File: src/rtl/mem_arbiter.sv
// Arbiter/sequencer between instruction fetch and load/store for the shared byte-serial
// memory controller: one transaction in flight, starvation-bounded priority, flush kill.
module mem_arbiter #(
   parameter int unsigned STARVE_LIMIT = 4
) (
   input  logic        clk,
   input  logic        rst_n,
   input  logic        rdy,
   input  logic        clear,
   input  logic        if_req,
   input  logic [31:0] if_addr,
   output logic        if_done,
   output logic [63:0] if_data,
   input  logic        ls_req,
   input  logic        ls_wr,
   input  logic [2:0]  ls_len,
   input  logic [31:0] ls_addr,
   input  logic [31:0] ls_wdata,
   output logic        ls_done,
   output logic [31:0] ls_rdata,
   output logic        mc_sig,
   output logic        mc_wr,
   output logic [3:0]  mc_len,
   output logic [31:0] mc_addr,
   output logic [31:0] mc_wdata,
   input  logic        mc_done,
   input  logic [63:0] mc_rdata,
   output logic [1:0]  dbg_state,
   output logic [3:0]  dbg_starve_cnt
);

   // Handshake: a requester raises req with a stable payload and holds it until its
   // one-cycle done pulse (or until it flushes with clear); the payload is latched at
   // grant, so req is not re-examined afterwards.
   typedef enum logic [1:0] {IDLE, ISSUE, WAIT, RESP} state_t;
   typedef enum logic [1:0] {K_FETCH, K_LOAD, K_STORE} kind_t;

   localparam logic [3:0] LIMIT = STARVE_LIMIT[3:0];

   state_t     state;
   kind_t      kind;
   logic [3:0] starve_cnt;
   logic       mc_sig_q;
   logic       if_done_q;
   logic       ls_done_q;
   logic       kill;
   logic       ls_elig;
   logic       if_elig;
   logic       pick_if;
   logic       pick_ls;

   function automatic logic [31:0] len_mask(input logic [3:0] len);
      case (len)
         4'd1:    len_mask = 32'h0000_00ff;
         4'd2:    len_mask = 32'h0000_ffff;
         4'd3:    len_mask = 32'h00ff_ffff;
         default: len_mask = 32'hffff_ffff;
      endcase
   endfunction

   assign kill    = rdy && clear && (kind != K_STORE);
   assign ls_elig = ls_req && (ls_wr || !clear);
   assign if_elig = if_req && !clear;
   assign pick_if = if_elig && (!ls_elig || starve_cnt == LIMIT);
   assign pick_ls = ls_elig && !pick_if;

   // A flush suppresses the start/done strobe of speculative work in the same cycle.
   assign mc_sig  = mc_sig_q && !kill;
   assign if_done = if_done_q && !kill;
   assign ls_done = ls_done_q && !kill;

   assign dbg_state      = state;
   assign dbg_starve_cnt = starve_cnt;

   always_ff @(posedge clk or negedge rst_n) begin
      if (!rst_n) begin
         state      <= IDLE;
         kind       <= K_FETCH;
         starve_cnt <= 4'd0;
         mc_sig_q   <= 1'b0;
         if_done_q  <= 1'b0;
         ls_done_q  <= 1'b0;
         mc_wr      <= 1'b0;
         mc_len     <= 4'd0;
         mc_addr    <= 32'd0;
         mc_wdata   <= 32'd0;
         if_data    <= 64'd0;
         ls_rdata   <= 32'd0;
      end else if (rdy) begin
         case (state)
            IDLE: begin
               if (pick_if) begin
                  state      <= ISSUE;
                  kind       <= K_FETCH;
                  mc_sig_q   <= 1'b1;
                  mc_wr      <= 1'b0;
                  mc_len     <= 4'd8;
                  mc_addr    <= if_addr;
                  starve_cnt <= 4'd0;
               end else if (pick_ls) begin
                  state    <= ISSUE;
                  kind     <= ls_wr ? K_STORE : K_LOAD;
                  mc_sig_q <= 1'b1;
                  mc_wr    <= ls_wr;
                  mc_len   <= {1'b0, ls_len};
                  mc_addr  <= ls_addr;
                  mc_wdata <= ls_wdata;
                  if (!if_req)
                     starve_cnt <= 4'd0;
                  else if (starve_cnt < LIMIT)
                     starve_cnt <= starve_cnt + 4'd1;
               end else if (!if_req) begin
                  starve_cnt <= 4'd0;
               end
            end
            ISSUE: begin
               mc_sig_q <= 1'b0;
               state    <= kill ? IDLE : WAIT;
            end
            WAIT: begin
               if (kill) begin
                  state <= IDLE;
               end else if (mc_done) begin
                  state <= RESP;
                  if (kind == K_FETCH) begin
                     if_data   <= mc_rdata;
                     if_done_q <= 1'b1;
                  end else begin
                     if (kind == K_LOAD)
                        ls_rdata <= mc_rdata[31:0] & len_mask(mc_len);
                     ls_done_q <= 1'b1;
                  end
               end
            end
            RESP: begin
               if_done_q <= 1'b0;
               ls_done_q <= 1'b0;
               state     <= IDLE;
            end
            default: state <= IDLE;
         endcase
      end
   end

endmodule

File: config.mk
export PLATFORM = sky130hd
export DESIGN_NAME = mem_arbiter
export DESIGN_NICKNAME = d
export VERILOG_FILES = /design/src/rtl/mem_arbiter.sv
export SDC_FILE = /design/constraint.sdc
export NUM_CORES = 1
export LEC_CHECK = 0
export ABC_AREA = 1
export BUFFER_PORTS_ARGS = -buffer_cell sky130_fd_sc_hd__buf_2
export CELL_PAD_IN_SITES_DETAIL_PLACEMENT = 1
export CELL_PAD_IN_SITES_GLOBAL_PLACEMENT = 1
export CORE_MARGIN = 5
export CORE_UTILIZATION = 30
export CTS_CLUSTER_SIZE = 12
export DETAILED_ROUTE_END_ITERATION = 12
export GPL_ROUTABILITY_DRIVEN = 0
export PLACE_DENSITY = 0.73
export SLEW_MARGIN = 20
export SYNTH_ARGS = -nofsm -noshare
export SYNTH_HDL_FRONTEND = slang
export SYNTH_SLANG_ARGS = --single-unit
File: constraint.sdc
create_clock -name clk -period 1.4 [get_ports clk]
set_input_delay 0.07 -clock clk [delete_from_list [all_inputs] [get_ports clk]]
set_output_delay 0.07 -clock clk [all_outputs]
set_load 0.02 [all_outputs]
==> results_dict.tcl <==
set metrics [dict create \
    syn_avg_cell_area_um2 8.26 \
    startpoint_type "flop" \
    r2r_slack_ns -0.24 \
    area_growth_pct 88.3 \
    synth_cell_types 27 \
    ys_seq_area_frac 0.573 \
    routed_wl_um 43500 \
    synth_edf_count 0 \
    place_ws_ns -0.188 \
    antenna_found_initial 3 \
    yosys-top-cells-count "nand2_1 (454), dfrtp_1 (175), nand3_1 (140)" \
    postSynth.asyncResetShare 1.00 \
    wl_per_cell_um 23.5 \
    synth_top_area_frac 0.573 \
    crit_arrival_ns 1.96 \
    clk_pin_slew_ns 0.08 \
    period_share 1.17 \
    vias 9476 \
    chipHeight_um 170 \
    setup_viol 172 \
    io_pins 345 \
    core_region_area_um2 25100 \
    initial_core_util 0.304 \
    drive_gt1_frac 0.481 \
    yosysMostFrequentCell "nand2_1" \
    setup_ws_ns -0.240 \
    fin_util 0.573 \
    timing.fmax_mhz 610 \
    multi_input_area_um2 3870 \
    grt_util_met2 0.434 \
    syn_inst 925 \
    synth_nets 1098 \
    fillers 2870 \
    cts_buffer_depth 2 \
    status "finished, violations left" \
    path_max_fanout 8 \
    endpoint_kind "flop" \
    track_usage 0.245 \
    cts_tree "built" \
    cap_violations 0 \
    hold_violations 0 \
    worst_hold_slack_ns 0.0399 \
    hp-class "in -> reg" \
    grt_pass1_vias 9836 \
    slew_violations 0 \
    max-slew-margin-rel 0.725 \
    p_per_area_nw_per_um2 1930 \
    ys_seq_elements 175 \
    rsz0062_at_grt "yes" \
    critPathRequiredTime_ns 1.72 \
    timing_worst_slew_pin_value_ns 0.413 \
    finClkSkew_ns 0.0132 \
    met3_usage 0.0734 \
    die_w_um 170 \
    cts_buffers 17 \
    synth.top_cells.by_area "dfrtp_1 (57%), nand2_1 (22%), nand3_1 (9.2%)" \
    met1_usage 0.281 \
    grt_pass1_wl_um 55600 \
    placementRows 58 \
    worstSetupPathType "reg -> reg" \
    htree_levels 4 \
    cts.sinks 175 \
    regArea_um2 4390 \
    p_leak_nw 7.64 \
    ir_drop_mv 0.926 \
    synth-main-ff-cell "dfrtp_1" \
    period_needed_ns 1.64 \
    power.total_mw 27.7 \
    nets 1677 \
    die_area_um2 28800 \
    vias_per_cell 5.12 \
    hpwlAfterDp_um 20800 \
    yosysTopAreaCell "dfrtp_1" \
    violations "negative setup slack" \
    port_buffers 344 \
    clock_latency_ns 0.43 \
    ant_nets 0 \
    ys.warnings.count 0 \
    firstDrtPassIters 5 \
    syn-cell-area_um2 7640 \
    root_buffer "clkbuf_16" \
    overflow 0 \
    initialDrtViolationCount 773 \
    drc 0 \
    busiest_layer "met2" \
    grt_max_degree 58 \
]
## kinds of logic after synthesis
group	count (synthesis)	synth area share
AOI/OAI and AO/OA	46	0.0311
buffers and inverters	83	0.0588
DFF	175	0.573
adders and majority gates	2	0.00327
and+or+nand+nor	619	0.334
## per-stage QoR
step	std cells	instance area [µm²]	setup TNS, ns
after floorplan	925	7790	-2.60
after global placement	1600	10200	-11.43
after detailed placement	1600	10200	-15.09
after CTS	1809	12900	-13.60
after global routing	1849	14400	-38.55
final	1851	14400	-26.07
## report_power, final
part	total, mW	switching (mW)	leakage [nW]	internal (mW)
clock	5.06	2.44	0.297	2.62
sequential	9.05	1.79	2.24	7.25
combinational	13.6	8.45	5.10	5.15
## state kept, by name, summed over array words and instances, names as in the netlist
name and flops:
if_data 64, ls_rdata 32, mc_addr 32, mc_wdata 32, dbg_starve_cnt 4, mc_len 4, dbg_state 2, if_done_q 1
kind 1, ls_done_q 1, mc_sig_q 1, mc_wr 1
## cells in the final DEF, fill, tap and decap left out, types with 2 or more instances in the layout
| cell type | Yosys | final |
|---|---|---|
| clkbuf_16 | 0 | 35 |
| buf_2 | 23 | 340 |
| nand2_8 | 0 | 4 |
| nand3_2 | 1 | 40 |
| o21ai_0 | 41 | 2 |
| nand4_1 | 2 | 2 |
| buf_6 | 12 | 22 |
| nand2_1 | 454 | 315 |
| nand2_2 | 2 | 100 |
| o21ai_1 | 0 | 10 |
| a21oi_1 | 3 | 2 |
| nand3_1 | 140 | 94 |
| clkinv_4 | 0 | 2 |
| diode_2 | 0 | 4 |
| buf_8 | 0 | 4 |
| buf_16 | 0 | 4 |
| buf_12 | 0 | 27 |
| nand3_4 | 0 | 7 |
| nor2_1 | 11 | 7 |
| inv_8 | 0 | 7 |
| dfrtp_2 | 0 | 5 |
| nand2_4 | 0 | 38 |
| dlygate4sd3_1 | 0 | 160 |
| nor3_4 | 0 | 2 |
| buf_4 | 5 | 39 |
| nor2_4 | 2 | 4 |
| inv_2 | 2 | 6 |
| dfrtp_1 | 175 | 170 |
| nor2_2 | 1 | 3 |
| o21ai_2 | 1 | 30 |
| inv_6 | 0 | 2 |
| inv_1 | 26 | 21 |
## critical path, cell delays in order, from the launching register on
cell and delay, ns:
dfrtp_2 0.43, buf_6 0.13, nor2_4 0.10, nand2_4 0.09
nor2_4 0.22, clkinv_4 0.20, clkbuf_16 0.22, nand2_4 0.07
nand2_2 0.06
## timing repair
action,in CTS,in global routing
resized for setup,82,265
setup buffers,11,16
hold buffers,160,0
pin swaps,15,76
endpoints found under the hold margin,340,0
setup endpoints to repair,172,177
gates cloned,6,25
## worst paths after layout
check / from / to / cells past startpoint
worst min-delay path: if_addr[3] / mc_addr[3]$_DFFE_PN0P_ / 5
min in group asynchronous: rst_n / ls_rdata[18]$_DFFE_PN0P_ / 2
worst max register to register: dbg_state[0]$_DFFE_PN0P_ / mc_addr[22]$_DFFE_PN0P_ / 8
worst max-delay path: dbg_state[0]$_DFFE_PN0P_ / mc_addr[22]$_DFFE_PN0P_ / 8
max in group asynchronous: rst_n / ls_rdata[30]$_DFFE_PN0P_ / 3
worst min register to register: if_data[43]$_DFFE_PN0P_ / if_data[43]$_DFFE_PN0P_ / 2
## area by class of cell
class / instances / area share
diodes: 4 / 0.000695
clock buffers: 18 / 0.0305
clock inverters: 14 / 0.0114
inverters: 28 / 0.00765
multi-input cells: 668 / 0.269
flip-flops and latches: 175 / 0.305
well taps: 330 / 0.0287
repair buffers: 614 / 0.348
## layer usage
layer  wire length (µm)  vias up
li1                   -     4104
met2              22400      497
met1              15400     4734
met3               3490      139
met4               2140        2
met5                 13        -
No activity file was read; power rests on OpenSTA's default activity.
